--- config.mk ---
export PLATFORM = sky130hd
export DESIGN_NAME = text_console_ctrl_flat
export DESIGN_NICKNAME = d
export VERILOG_FILES = /design/src/rtl/text_console_ctrl_if.sv /design/src/rtl/text_console_ctrl.sv /design/src/flat_wrapper.sv
export SDC_FILE = /design/constraint.sdc
export NUM_CORES = 1
export LEC_CHECK = 0
export CORE_UTILIZATION = 30
export CTS_CLUSTER_SIZE = 20
export DETAILED_ROUTE_END_ITERATION = 8
export PLACE_DENSITY = 0.62
export SLEW_MARGIN = 20
export SYNTH_ARGS = -nofsm -noshare
export SYNTH_HDL_FRONTEND = slang
export SYNTH_SLANG_ARGS = --single-unit
--- constraint.sdc ---
create_clock -name clk_i -period 4 [get_ports clk_i]
set_input_delay 1 -clock clk_i [delete_from_list [all_inputs] [get_ports clk_i]]
set_output_delay 1 -clock clk_i [all_outputs]
set_load 0.03 [all_outputs]
--- src/rtl/text_console_ctrl_if.sv ---
// rtl/text_console_ctrl_if.sv - character stream, clear request, VRAM write port and cursor bundle
interface text_console_ctrl_if;
    logic        char_valid_i;
    logic [7:0]  char_data_i;
    logic [7:0]  attr_i;
    logic        char_ready_o;
    logic        clear_i;
    logic        busy_o;
    logic        vram_cea_o;
    logic [10:0] vram_ada_o;
    logic [15:0] vram_din_o;
    logic [5:0]  cursor_x_o;
    logic [5:0]  cursor_y_o;

    modport master (
        output char_valid_i, char_data_i, attr_i, clear_i,
        input  char_ready_o, busy_o, vram_cea_o, vram_ada_o, vram_din_o,
               cursor_x_o, cursor_y_o
    );

    modport slave (
        input  char_valid_i, char_data_i, attr_i, clear_i,
        output char_ready_o, busy_o, vram_cea_o, vram_ada_o, vram_din_o,
               cursor_x_o, cursor_y_o
    );
endinterface

--- src/rtl/text_console_ctrl.sv ---
// rtl/text_console_ctrl.sv - text console writer: cursor tracking, VRAM character writes, optional clear sweep
//   clk_i, rst_i (sync, active-high)
//   bus.char_valid_i/char_data_i/attr_i/char_ready_o : character byte stream
//   bus.clear_i/busy_o                               : clear-screen request, operation in progress
//   bus.vram_cea_o/vram_ada_o/vram_din_o             : VRAM write port, din = {attr, char}
//   bus.cursor_x_o/cursor_y_o                        : current cursor column/row
//   Clear engine present only when TEXT_CONSOLE_CLEAR_EN is defined.
module text_console_ctrl #(
    parameter int         COLS       = 60,
    parameter int         ROWS       = 34,
    parameter logic [7:0] BLANK_CHAR = 8'h20
) (
    input logic                clk_i,
    input logic                rst_i,
    text_console_ctrl_if.slave bus
);

    localparam logic [5:0] LAST_X = 6'(COLS - 1);
    localparam logic [5:0] LAST_Y = 6'(ROWS - 1);

`ifdef TEXT_CONSOLE_CLEAR_EN
    localparam logic [10:0] LAST_CELL = 11'(COLS * ROWS - 1);
    typedef enum logic [1:0] {IDLE, WRITE, CLEAR} state_t;
`else
    typedef enum logic [1:0] {IDLE, WRITE} state_t;
`endif

    state_t      state_q, state_d;
    logic [5:0]  x_q, x_d;
    logic [5:0]  y_q, y_d;
    logic        cea_q, cea_d;
    logic [10:0] ada_q, ada_d;
    logic [15:0] din_q, din_d;
    logic        busy_q;

    logic [10:0] cell_addr;
    logic [5:0]  next_y;
    logic        printable;

    assign cell_addr = 11'(int'(y_q) * COLS + int'(x_q));
    assign next_y    = (y_q == LAST_Y) ? 6'd0 : y_q + 6'd1;
    assign printable = (bus.char_data_i >= 8'h20) && (bus.char_data_i <= 8'h7E);

`ifdef TEXT_CONSOLE_CLEAR_EN
    assign bus.char_ready_o = (state_q == IDLE) && !bus.clear_i && !rst_i;
`else
    assign bus.char_ready_o = (state_q == IDLE) && !rst_i;
    logic unused_clear;
    assign unused_clear = ^{bus.clear_i, BLANK_CHAR};
`endif

    assign bus.busy_o     = busy_q;
    assign bus.vram_cea_o = cea_q;
    assign bus.vram_ada_o = ada_q;
    assign bus.vram_din_o = din_q;
    assign bus.cursor_x_o = x_q;
    assign bus.cursor_y_o = y_q;

    always_ff @(posedge clk_i) begin
        if (rst_i) begin
            state_q <= IDLE;
            x_q     <= 6'd0;
            y_q     <= 6'd0;
            cea_q   <= 1'b0;
            ada_q   <= 11'd0;
            din_q   <= 16'd0;
            busy_q  <= 1'b0;
        end else begin
            state_q <= state_d;
            x_q     <= x_d;
            y_q     <= y_d;
            cea_q   <= cea_d;
            ada_q   <= ada_d;
            din_q   <= din_d;
            busy_q  <= (state_d != IDLE);
        end
    end

    // ada/din hold their value unless a write is launched; during a sweep the
    // address register doubles as the sweep counter and din keeps the latched attr.
    always_comb begin
        state_d = state_q;
        x_d     = x_q;
        y_d     = y_q;
        cea_d   = 1'b0;
        ada_d   = ada_q;
        din_d   = din_q;
        case (state_q)
            IDLE: begin
`ifdef TEXT_CONSOLE_CLEAR_EN
                if (bus.clear_i) begin
                    state_d = CLEAR;
                    cea_d   = 1'b1;
                    ada_d   = 11'd0;
                    din_d   = {bus.attr_i, BLANK_CHAR};
                end else if (bus.char_valid_i) begin
`else
                if (bus.char_valid_i) begin
`endif
                    if (printable) begin
                        state_d = WRITE;
                        cea_d   = 1'b1;
                        ada_d   = cell_addr;
                        din_d   = {bus.attr_i, bus.char_data_i};
                    end else begin
                        case (bus.char_data_i)
                            8'h0D: x_d = 6'd0;
                            8'h0A: begin
                                x_d = 6'd0;
                                y_d = next_y;
                            end
                            8'h08: if (x_q != 6'd0) x_d = x_q - 6'd1;
                            default: ;
                        endcase
                    end
                end
            end
            WRITE: begin
                state_d = IDLE;
                if (x_q == LAST_X) begin
                    x_d = 6'd0;
                    y_d = next_y;
                end else begin
                    x_d = x_q + 6'd1;
                end
            end
`ifdef TEXT_CONSOLE_CLEAR_EN
            CLEAR: begin
                if (ada_q == LAST_CELL) begin
                    state_d = IDLE;
                    x_d     = 6'd0;
                    y_d     = 6'd0;
                end else begin
                    cea_d = 1'b1;
                    ada_d = ada_q + 11'd1;
                end
            end
`endif
            default: state_d = IDLE;
        endcase
    end

endmodule

--- src/flat_wrapper.sv ---
// flat-port wrapper written by rule: the top's interface ports become plain ports
module text_console_ctrl_flat 
#(
    parameter int         COLS       = 60,
    parameter int         ROWS       = 34,
    parameter logic [7:0] BLANK_CHAR = 8'h20
)
  (clk_i, rst_i, bus_char_valid_i, bus_char_data_i, bus_attr_i, bus_clear_i, bus_char_ready_o, bus_busy_o, bus_vram_cea_o, bus_vram_ada_o, bus_vram_din_o, bus_cursor_x_o, bus_cursor_y_o);
  text_console_ctrl_if bus_i ();
  input logic clk_i;
  input logic rst_i;
  input wire logic [$bits(bus_i.char_valid_i)-1:0] bus_char_valid_i;
  input wire logic [$bits(bus_i.char_data_i)-1:0] bus_char_data_i;
  input wire logic [$bits(bus_i.attr_i)-1:0] bus_attr_i;
  input wire logic [$bits(bus_i.clear_i)-1:0] bus_clear_i;
  output wire logic [$bits(bus_i.char_ready_o)-1:0] bus_char_ready_o;
  output wire logic [$bits(bus_i.busy_o)-1:0] bus_busy_o;
  output wire logic [$bits(bus_i.vram_cea_o)-1:0] bus_vram_cea_o;
  output wire logic [$bits(bus_i.vram_ada_o)-1:0] bus_vram_ada_o;
  output wire logic [$bits(bus_i.vram_din_o)-1:0] bus_vram_din_o;
  output wire logic [$bits(bus_i.cursor_x_o)-1:0] bus_cursor_x_o;
  output wire logic [$bits(bus_i.cursor_y_o)-1:0] bus_cursor_y_o;
  assign bus_i.char_valid_i = bus_char_valid_i;
  assign bus_i.char_data_i = bus_char_data_i;
  assign bus_i.attr_i = bus_attr_i;
  assign bus_i.clear_i = bus_clear_i;
  assign bus_char_ready_o = bus_i.char_ready_o;
  assign bus_busy_o = bus_i.busy_o;
  assign bus_vram_cea_o = bus_i.vram_cea_o;
  assign bus_vram_ada_o = bus_i.vram_ada_o;
  assign bus_vram_din_o = bus_i.vram_din_o;
  assign bus_cursor_x_o = bus_i.cursor_x_o;
  assign bus_cursor_y_o = bus_i.cursor_y_o;
  text_console_ctrl #(.COLS(COLS), .ROWS(ROWS), .BLANK_CHAR(BLANK_CHAR)) u_core (.clk_i(clk_i), .rst_i(rst_i), .bus(bus_i));
endmodule
# --- Word-level counts from Yosys, hierarchy flattened ---
# Index checks and enable logic that the tools add are counted.
op_classes:
  n_addsub: 4
  n_lt_le_gt_ge: 2
  n_eq_ne: 12
  n_bitwise: 2
  n_mux: 16
  multipliers: 1
  n_reduce_logical: 12
op_table:
  columns: ["cell", "n"]
  rows:
  - ["$mux 6", 9]
  - ["$pmux 6 s2", 3]
  - ["$eq 8x4->1 const B", 3]
  - ["$add 6x1->6 const B", 2]
  - ["$eq 6x6->1 const B", 2]
  - ["$add 11x7->11", 1]
  - ["$reduce_and 5->1", 2]
  - ["$mul 6x4->9 const B", 1]
  - ["$ge 8x6->1 const B", 1]
  - ["$le 8x7->1 const B", 1]
  - ["$mux 2", 3]
  - ["$ne 2x2->1 const B", 3]
  - ["$ne 3x3->1 const B", 2]
  - ["$reduce_bool 6->1", 1]
  - ["$sub 6x1->6 const B", 1]
  - ["$reduce_bool 2->1", 2]
  - ["$reduce_and 3->1", 1]
  - ["$reduce_or 3->1", 1]
  - ["$eq 2x1->1 const B", 1]
  - ["$logic_and 1x1->1", 2]
  - ["$logic_not 2->1", 1]
  - ["$ne 2x1->1 const B", 1]
  - ["$not 1->1", 2]
  - ["$reduce_or 2->1", 1]
  - ["other kinds (2)", 2]
totals:
  word_cells: 56
  out_inout_bits: 42
  ff_bits: 43
  inputBits: 20

# --- Depth between registers and ports, before layout ---
# Gate-level depths: netlist (run 1).
logic_depth:
  ltp_word: 6
  mapped_depth: 14

# --- Worst setup path after synthesis (run 1) ---
# OpenSTA, ideal clock, no wires.
synth_timing:
  kind: "reg2reg"
  from: "register u_core.y_q[3] (netlist: u_core.bus.cursor_y_o[3])"
  to: "register u_core.ada_q[10] (netlist: u_core.bus.vram_ada_o[10])"
  setup_slack_ns: 0.402
  stages_incl_launch_ff: 12
  setup_time_ns: 0.058
  t_arrival_ns: 3.540
  synth_period_minus_slack_ns: 3.598
  n_path_buf: 0
  t_required_ns: 3.942
  path_cell_list: "dfxtp_1 inv_1 fa_1 fa_1 inv_1 ha_1 o21ai_0 or4b_2 o2111ai_1 nand4_1 a311oi_1 a211o_1"
synth_between:
  elab_chain_cells: 2
synth_rtl:
  columns: ["item", "line", "rtl"]
  rows:
  - ["start, declared", "text_console_ctrl.sv:30", "logic [5:0] y_q, y_d;"]
  - ["start signal, assigned", "text_console_ctrl.sv:71", "y_q <= y_d;"]
  - ["$mul 6x4->9", "text_console_ctrl.sv:40", "assign cell_addr = 11'(int'(y_q) * COLS + int'(x_q));"]
  - ["$add 11x7->11", "text_console_ctrl.sv:40", null]
  - ["end signal, assigned", "text_console_ctrl.sv:65", "ada_q <= 11'd0;"]
  - ["end signal, assigned", "text_console_ctrl.sv:73", "ada_q <= ada_d;"]
  - ["end, declared", "text_console_ctrl.sv:32", "logic [10:0] ada_q, ada_d;"]
# Every way passes these cells.
# A chain may end at the register's enable or synchronous reset.

# --- Worst setup path after layout (run 1) ---
# Ends and elaborated chain as after synthesis.

==> flow_metrics.py, run 1 <==
metrics = {
    "clocking": {
        "htreeDepth": 2,
        "clockBufferDepth": 2,
        "post-cts-setup-buffer-count": 0,
        "clk_pin_slew_ns": 0.08,
        "clock_sinks": 43,
        "ctsResizeCount": 0,
        "clock_latency_ns": 0.30,
        "holdBufCountCts": 0,
        "cts_tree": "yes",
        "root_buffer": "clkbuf_8",
        "cts_made_buffers": 5,
    },
    "place": {
        "place_congestion": 0.804,
        "port_buffers": 60,
        "dpl.hpwl_mm": 4.92,
        "place_ws_ns": 0.417,
        "place_area_mm2": 0.00346,
    },
    "setup_path": {
        "crit_slowest_cell": "or4b_2",
        "crit_path_max_incr_delay_ns": 0.62,
        "cp-start-kind": "flop",
        "cp.arrival_ns": 3.85,
        "path_cells": "inv_1 -> fa_1 -> fa_1 -> inv_1 -> ha_1 -> o21ai_0 -> or4b_2 -> o2111ai_1 -> nand4_1 -> a311oi_1 -> a211o_1",
        "critical_path.max_fanout": 6,
        "cp-end-kind": "flop",
        "setup.worst_path.class": "flop to flop",
        "critPathRequiredTime_ns": 4.24,
    },
    "logic_synthesis": {
        "ys_seq_area_share_pct": 31.2,
        "synthesis.instances": 324,
        "synth_nets": 377,
        "avgSynthCellArea_um2": 8.52,
        "synth_area_mm2": 0.00276,
        "synth_ff_type": "dfxtp_1",
        "synth_warnings": 0,
        "synthArstFlopShare_pct": 0,
        "ys_ff_latch": 43,
        "synth_edf_count": 0,
        "ys_types": 55,
    },
    "global_route": {
        "grt_use_total_pct": 14.4,
        "antenna_found_initial": 0,
        "grt_first_pass_wirelength_mm": 11.3,
        "grt.overflow.total": 0,
        "grt_pass1_vias": 2366,
        "grt_max_degree": 37,
    },
    "timing": {
        "fin_skew_ns": 0.00876,
        "setup_viol": 0,
        "whs_ns": 0.455,
        "worst_pin_slew_ns": 0.566,
        "slew_viol_final": 0,
        "max_freq_mhz": 277,
        "slew_headroom_pct": 62.0,
        "rsz0062_at_grt": "no",
        "period_minus_slack_ns": 3.60,
        "hold_viol": 0,
        "setup_ws_ns": 0.396,
        "post-route-period-util_pct": 90.1,
        "finalSetupTns_ns": 0,
    },
    "finish": {
        "nets": 435,
        "layout_commonest_cell": "clkdlybuf4s50_1",
        "stdcell_area_mm2": 0.00359,
        "final_cell_mix": "clkdlybuf4s50_1, nand2_1, dfxtp_1",
        "areaGrowthSynthToFinish_pct": 30.1,
        "drive_gt1_share_pct": 7.57,
        "antenna_cells": 0,
        "nFillCells": 876,
    },
    "die": {
        "die_width_um": 97.9,
        "dieArea_mm2": 0.00959,
        "core.rowCount": 34,
        "start_util_pct": 31.4,
        "num_io_pins": 62,
        "die_h_um": 97.9,
        "core_mm2": 0.00881,
    },
    "route": {
        "ant_nets": 0,
        "dr_total_vias": 2438,
        "drc": 9,
        "wl_per_cell_um": 13.4,
        "firstDrtPassIters": 7,
        "drt-initial-drc-count": 181,
        "drt_wl_total_mm": 6.60,
        "routed_via_density": 4.97,
    },
    "hold_path": {
        "hp-class": "flop to flop",
    },
    "status": {
        "status": "complete, but fails checks",
        "violations": "design-rule violations",
    },
    "power": {
        "p_leak_uw": 0.00142,
        "peakVddDrop_v": 0.000125,
        "p_per_area_mw_per_mm2": 263,
    },
    "flow_run": {
        "max_cap_violations": 0,
    },
}
[flip-flops by register name, summed over array words and instances, names as in the netlist]
signal / count
u_core.bus.vram_cea_o: 1
u_core.bus.busy_o: 1
u_core.bus.vram_ada_o: 11
u_core.bus.cursor_x_o: 6
u_core.bus.cursor_y_o: 6
u_core.bus.vram_din_o: 16
u_core.state_q: 2
[cell families after synthesis]
kind of cell               share of synthesized area [%]
and+or+nand+nor                                     21.8
AOI/OAI and AO/OA                                   18.0
buffers and inverters                               6.80
DFF                                                 31.2
adders and majority gates                           17.7
xor gates and xnor gates                            2.85
muxes                                               1.59
other                                              0.136
[metrics by stage]
stage	utilization [%]	power, uW	std cells
4_1_cts	40.8	958	491
2_1_floorplan	-	503	324
5_1_grt	40.8	993	491
6_report	40.8	947	491
3_5_place_dp	39.3	550	483
3_3_place_gp	39.3	549	483
[synth_stat cells (2+ instances only)]
cell type	instances	area (um2)
a31oi_1	3	18.8
nand2b_1	3	18.8
and2_1	4	25.0
nor2b_1	2	12.5
clkbuf_1	7	26.3
inv_1	31	116
and4b_1	2	20.0
a211oi_2	3	37.5
fa_1	10	200
o21ai_0	13	65.1
nand4b_1	2	17.5
a311oi_1	3	26.3
nor4_4	2	42.5
buf_4	2	15.0
xor2_1	5	43.8
dfxtp_1	43	861
or3_1	2	12.5
a21oi_2	3	26.3
ha_1	23	288
nand3b_1	3	22.5
nor3_1	6	30.0
buf_2	3	15.0
a21o_1	2	15.0
nand2_1	48	180
a211oi_1	6	45.0
nand3_1	5	25.0
a21oi_1	29	145
mux2_2	3	33.8
nand4_1	4	25.0
xnor2_1	4	35.0
and3_1	5	31.3
nor2_1	18	67.6
nor3b_1	3	22.5
[path summary, 6_finish.rpt]
| kind | slack (ns) | from | cells after the start | end |
|---|---|---|---|---|
| max | 0.40 | u_core.bus.cursor_y_o[3]$_SDFFE_PP0P_ | 11 | u_core.bus.vram_ada_o[10]$_SDFFE_PP0P_ |
| min | 0.46 | u_core.bus.vram_ada_o[6]$_SDFFE_PP0P_ | 2 | u_core.bus.vram_ada_o[6]$_SDFFE_PP0P_ |
| max reg2reg | 0.40 | u_core.bus.cursor_y_o[3]$_SDFFE_PP0P_ | 11 | u_core.bus.vram_ada_o[10]$_SDFFE_PP0P_ |
| min reg2reg | 0.46 | u_core.bus.vram_ada_o[6]$_SDFFE_PP0P_ | 2 | u_core.bus.vram_ada_o[6]$_SDFFE_PP0P_ |
[worst max-delay path: cells and delay by family (launching register included)]
kind / cells / cell delay, ns
and+or+nand+nor: 2 / 0.78
buffers and inverters: 2 / 0.26
AOI/OAI and AO/OA: 4 / 0.70
DFF: 1 / 0.45
adders and majority gates: 3 / 1.37
[layout make-up]
class,count,area [um2],area share [%]
Tap cell,108,135,3.76
Sequential cell,43,861,24.0
Multi-Input combinational cell,236,1710,47.7
Inverter,31,116,3.24
Timing Repair Buffer,65,636,17.7
Clock buffer,6,72.6,2.02
Clock inverter,2,60.1,1.67
[layer usage]
metal,global-route usage [%],up-vias,wire length (um),share of wire [%]
met1,19.2,1126,3050,46
li1,-,1227,-,-
met3,2.79,8,429,6.5
met4,4.55,0,101,1.5
met5,0,-,0,0
met2,23.4,77,3020,46
[power breakdown]
group / leakage [uW] / switching (uW) / internal, uW / total [uW]
Combinational: 0.00101 / 55.0 / 42.8 / 97.8
Sequential: 0.000348 / 5.46 / 436 / 441
Clock: 0.0000654 / 158 / 250 / 408
Total: 0.00142 / 218 / 729 / 947
Power figures use the tool's default switching activity.
==> inputs of run 2 (changes only) <==
PLACE_DENSITY = 0.56   (was 0.62)
==> run 2 against run 1 <==
The run still ends with design-rule violations left. Non-clock buffer count shrank 1. Die area unchanged. Critical path depth did not move. Power is 12% lower. Via count did not move. Setup slack improved by 0.011 ns. Utilization decreased by 0.54 points. Clock power shrank 28%. Largest cell class unchanged.
==> flow_metrics.py, run 2 (same netlist as run 1, synthesis figures left out) <==
metrics = {
    "status": {
        "status": "complete, but fails checks",
        "violations": "design-rule violations",
    },
    "setup_path": {
        "crit_slowest_cell": "or4b_2",
        "critical_path.max_fanout": 6,
        "crit_path_max_incr_delay_ns": 0.62,
        "setup.worst_path.start": "u_core.bus.cursor_y_o[3]$_SDFFE_PP0P_",
        "path_cells": "inv_1 -> fa_1 -> fa_1 -> inv_1 -> ha_1 -> o21ai_0 -> or4b_2 -> o2111ai_1 -> nand4_1 -> a311oi_1 -> a211o_1",
        "setup.worst_path.class": "flop to flop",
        "cp.buffers_inverters": 2,
        "cp-end-kind": "flop",
        "timing.rr.start": "u_core.bus.cursor_y_o[3]$_SDFFE_PP0P_",
        "critPathRequiredTime_ns": 4.26,
        "cp-start-kind": "flop",
        "cp.arrival_ns": 3.85,
        "crit_family": "adder cells",
    },
    "die": {
        "core.rowCount": 34,
        "die_h_um": 97.9,
        "num_io_pins": 62,
        "core_mm2": 0.00881,
        "start_util_pct": 31.4,
        "dieArea_mm2": 0.00959,
        "die_width_um": 97.9,
    },
    "clocking": {
        "htreeDepth": 2,
        "clock_sinks": 43,
        "cts_made_buffers": 5,
        "clk_pin_slew_ns": 0.09,
        "clock_latency_ns": 0.30,
        "clockBufferDepth": 2,
        "ctsResizeCount": 0,
        "holdBufCountCts": 0,
        "post-cts-setup-buffer-count": 0,
        "cts_tree": "yes",
        "root_buffer": "clkbuf_8",
    },
    "power": {
        "peakVddDrop_v": 0.000115,
        "p_leak_uw": 0.00139,
        "p_per_area_mw_per_mm2": 235,
    },
    "finish": {
        "final_util_pct": 40.3,
        "areaGrowthSynthToFinish_pct": 28.4,
        "drive_gt1_share_pct": 7.59,
        "final_cell_mix": "clkdlybuf4s50_1, nand2_1, dfxtp_1",
        "stdcell_area_mm2": 0.00355,
        "nets": 434,
        "largest_register_ffs": 16,
        "nFillCells": 904,
        "antenna_cells": 0,
        "layout_commonest_cell": "clkdlybuf4s50_1",
    },
    "place": {
        "place_area_mm2": 0.00345,
        "place_congestion": 0.797,
        "port_buffers": 60,
        "dpl.hpwl_mm": 5.03,
        "place_ws_ns": 0.401,
    },
    "timing": {
        "hold_viol": 0,
        "rsz0062_at_grt": "no",
        "post-route-period-util_pct": 89.8,
        "fin_skew_ns": 0.00542,
        "setup_viol": 0,
        "finalSetupTns_ns": 0,
        "max_freq_mhz": 278,
        "slew_viol_final": 0,
        "period_minus_slack_ns": 3.59,
        "slew_headroom_pct": 64.0,
        "setup_ws_ns": 0.406,
        "worst_pin_slew_ns": 0.539,
    },
    "route": {
        "ant_nets": 0,
        "drt_wl_total_mm": 6.76,
        "firstDrtPassIters": 6,
        "routed_via_density": 4.98,
        "drc": 10,
        "drt-initial-drc-count": 112,
        "wl_per_cell_um": 13.8,
        "dr_total_vias": 2438,
    },
    "global_route": {
        "antenna_found_initial": 0,
        "grt_use_total_pct": 14.8,
        "grt_first_pass_wirelength_mm": 11.5,
        "grt_max_degree": 38,
        "grt_pass1_vias": 2362,
        "grt.overflow.total": 0,
    },
    "hold_path": {
        "hp-class": "flop to flop",
        "min_from": "u_core.bus.vram_ada_o[0]$_SDFFE_PP0P_",
    },
    "flow_run": {
        "max_cap_violations": 0,
    },
}
## run 2: changes by cell type in the layout (fill, tap and decap cells not counted), sizes merged
cell      previous run  this run
clkinvlp             0         2
buf                  6         5
clkbuf               6         5
bufinv               2         0
inv                 31        32
## run 2: final timing paths
path | end | slack [ns] | cells past startpoint
max | u_core.bus.vram_ada_o[10]$_SDFFE_PP0P_ | 0.41 | 11
min | u_core.bus.vram_ada_o[0]$_SDFFE_PP0P_ | 0.46 | 2
max reg2reg | u_core.bus.vram_ada_o[10]$_SDFFE_PP0P_ | 0.41 | 11
min reg2reg | u_core.bus.vram_ada_o[0]$_SDFFE_PP0P_ | 0.46 | 2
## run 2: tightest hold or removal path, stage by stage (launching register included)
cell     delay [ns]
dfxtp_1        0.32
nand2_1        0.05
a21oi_1        0.05
## run 2: layer usage
metal  GRT usage, %  part of all wire (%)  vias to the layer above
li1               -                     -                     1224
met1           19.3                    46                     1157
met2           24.5                    48                       51
met3           3.29                   4.9                        6
met4           4.20                  0.93                        0
met5              0                     0                        -
## run 2: where the power goes
group	internal, uW	switching, uW
clock	125	168
sequential	436	5.57
combinational	42.8	55.4
## run 2: area by class of cell
cell class	instances	area (um2)	area share, %
Timing Repair Buffer	64	628	17.7
Tap cell	108	135	3.81
Multi-Input combinational cell	236	1710	48.3
Sequential cell	43	861	24.3
Inverter	31	116	3.28
Clock inverter	3	23.8	0.670
Clock buffer	5	68.8	1.94
## run 2: metrics by stage
step,instances,hold WS (ns),total power [uW]
floorplan,324,0.483,503
global placement,482,0.442,550
detailed placement,482,0.445,550
CTS,490,0.459,854
global route,490,0.475,877
finish,490,0.456,833
==> inputs of run 3 (changes only) <==
DONT_BUFFER_PORTS = 1   (was unset)
PLACE_DENSITY = 0.48   (was 0.56)
==> run 3 against run 2 <==
The flow still finishes with violations (design-rule violations). Non-clock buffer count decreased by 55. Combinational power decreased by 60%. Cell count decreased by 11%. Fmax increased by 2.4%. Critical path depth unchanged. Sequential share of layout area increased by 4.5 points. Highest routed layer unchanged.
==> flow_metrics.py, run 3 (same netlist as run 1, synthesis figures left out) <==
metrics = {
    "setup_path": {
        "critical_path.max_fanout": 6,
        "setup.worst_path.class": "flop to flop",
        "timing.rr.start": "u_core.bus.cursor_y_o[2]$_SDFFE_PP0P_",
        "cp-end-kind": "flop",
        "cp-endpoint": "u_core.bus.vram_ada_o[10]$_SDFFE_PP0P_",
        "cp-start-kind": "flop",
        "cp.arrival_ns": 3.76,
        "regToRegSetupSlack_ns": 0.49,
        "r2r_end": "u_core.bus.vram_ada_o[10]$_SDFFE_PP0P_",
        "setup.worst_path.start": "u_core.bus.cursor_y_o[2]$_SDFFE_PP0P_",
        "critPathRequiredTime_ns": 4.25,
        "rr_worst_depth": 11,
    },
    "route": {
        "routed_via_density": 5.10,
        "drt-initial-drc-count": 94,
        "firstDrtPassIters": 6,
        "drc": 9,
        "ant_nets": 0,
        "wl_per_cell_um": 15.3,
        "drt_wl_total_mm": 6.62,
        "dr_total_vias": 2215,
    },
    "die": {
        "die_h_um": 97.9,
        "core_mm2": 0.00881,
        "die_width_um": 97.9,
        "num_io_pins": 62,
        "core.rowCount": 34,
        "dieArea_mm2": 0.00959,
        "start_util_pct": 31.4,
    },
    "timing": {
        "slew_headroom_pct": 41.6,
        "hold_viol": 0,
        "whs_ns": 0.559,
        "fin_skew_ns": 0.00795,
        "post-route-period-util_pct": 87.7,
        "period_minus_slack_ns": 3.51,
        "setup_viol": 0,
        "worst_pin_slew_ns": 0.874,
        "slew_viol_final": 0,
        "max_freq_mhz": 285,
        "finalSetupTns_ns": 0,
        "rsz0062_at_grt": "no",
    },
    "finish": {
        "largest_register_ffs": 16,
        "areaGrowthSynthToFinish_pct": 8.47,
        "antenna_cells": 0,
        "drive_gt1_share_pct": 9.51,
        "layout_commonest_cell": "nand2_1",
        "final_cell_mix": "nand2_1, dfxtp_1, inv_1",
        "nets": 379,
    },
    "status": {
        "violations": "design-rule violations",
        "status": "complete, but fails checks",
    },
    "clocking": {
        "ctsResizeCount": 0,
        "htreeDepth": 2,
        "clock_sinks": 43,
        "cts_made_buffers": 5,
        "cts_tree": "yes",
        "post-cts-setup-buffer-count": 0,
        "clock_latency_ns": 0.30,
        "clk_pin_slew_ns": 0.09,
        "root_buffer": "clkbuf_8",
        "holdBufCountCts": 0,
        "clockBufferDepth": 2,
    },
    "power": {
        "peakVddDrop_v": 0.000101,
        "p_leak_uw": 0.00121,
        "p_per_area_mw_per_mm2": 277,
    },
    "global_route": {
        "antenna_found_initial": 0,
        "grt.overflow.total": 0,
        "grt_first_pass_wirelength_mm": 11.5,
        "grt_use_total_pct": 14.9,
        "grt_max_degree": 39,
        "grt_pass1_vias": 2251,
    },
    "hold_path": {
        "hp-class": "flop to flop",
    },
    "place": {
        "place_congestion": 0.769,
        "port_buffers": 0,
        "dpl.hpwl_mm": 4.88,
    },
    "flow_run": {
        "max_cap_violations": 0,
    },
}
-- run 3: layer usage --
| layer | vias to the layer above | track usage (%) | routed length, um |
|---|---|---|---|
| li1 | 1120 | - | - |
| met1 | 1031 | 19.3 | 3000 |
| met2 | 58 | 24.5 | 3020 |
| met3 | 6 | 3.72 | 527 |
| met4 | 0 | 4.20 | 74 |
| met5 | - | 0 | 0 |
-- run 3: worst min path at each step --
stage | startpoint | end | cells after the start
global placement | u_core.bus.cursor_y_o[2]$_SDFFE_PP0P_ | u_core.bus.cursor_y_o[2]$_SDFFE_PP0P_ | 2
detailed placement | u_core.bus.cursor_y_o[2]$_SDFFE_PP0P_ | u_core.bus.cursor_y_o[2]$_SDFFE_PP0P_ | 2
global route | u_core.bus.cursor_y_o[2]$_SDFFE_PP0P_ | u_core.bus.cursor_y_o[2]$_SDFFE_PP0P_ | 2
floorplan | u_core.bus.cursor_x_o[0]$_SDFFE_PP0P_ | u_core.bus.vram_ada_o[0]$_SDFFE_PP0P_ | 2
finish | u_core.bus.cursor_y_o[2]$_SDFFE_PP0P_ | u_core.bus.cursor_y_o[2]$_SDFFE_PP0P_ | 2
CTS | u_core.bus.cursor_y_o[2]$_SDFFE_PP0P_ | u_core.bus.cursor_y_o[2]$_SDFFE_PP0P_ | 2
-- run 3: layout make-up --
class | count | area, um2
fillers | 957 | 5810
inverters | 31 | 116
multi-input cells | 236 | 1710
flip-flops and latches | 43 | 861
well taps | 108 | 135
clock inverters | 1 | 30.0
clock buffers | 6 | 72.6
repair buffers | 9 | 67.6
-- run 3: per-stage QoR --
| step | instance area (um2) | total power [uW] | setup slack, ns | cells | utilization, % |
|---|---|---|---|---|---|
| 2_1_floorplan | 2760 | 503 | 0.402 | 324 | - |
| 3_3_place_gp | 2890 | 506 | 0.489 | 427 | 32.9 |
| 3_5_place_dp | 2890 | 507 | 0.508 | 427 | 32.9 |
| 4_1_cts | 3000 | 849 | 0.456 | 434 | 34.0 |
| 5_1_grt | 3000 | 872 | 0.138 | 434 | 34.0 |
| 6_report | 3000 | 830 | 0.491 | 434 | 34.0 |
-- run 3: where the power goes --
| group | total (uW) | switching [uW] | leakage [uW] | internal (uW) |
|---|---|---|---|---|
| registers | 457 | 21.3 | 0.000348 | 436 |
| logic | 39.1 | 24.3 | 0.000812 | 14.8 |
| clock network | 334 | 151 | 0.0000513 | 183 |
| total | 830 | 196 | 0.00121 | 634 |
-- run 3: worst max-delay path: stages, from the launching register on --
cell and delay (ns):
dfxtp_1 0.45, inv_1 0.15, fa_1 0.50, fa_1 0.52, inv_1 0.04, ha_1 0.34
o21ai_0 0.12, or4b_2 0.61, o2111ai_1 0.15, nand4_1 0.17, a311oi_1 0.27, a211o_1 0.13
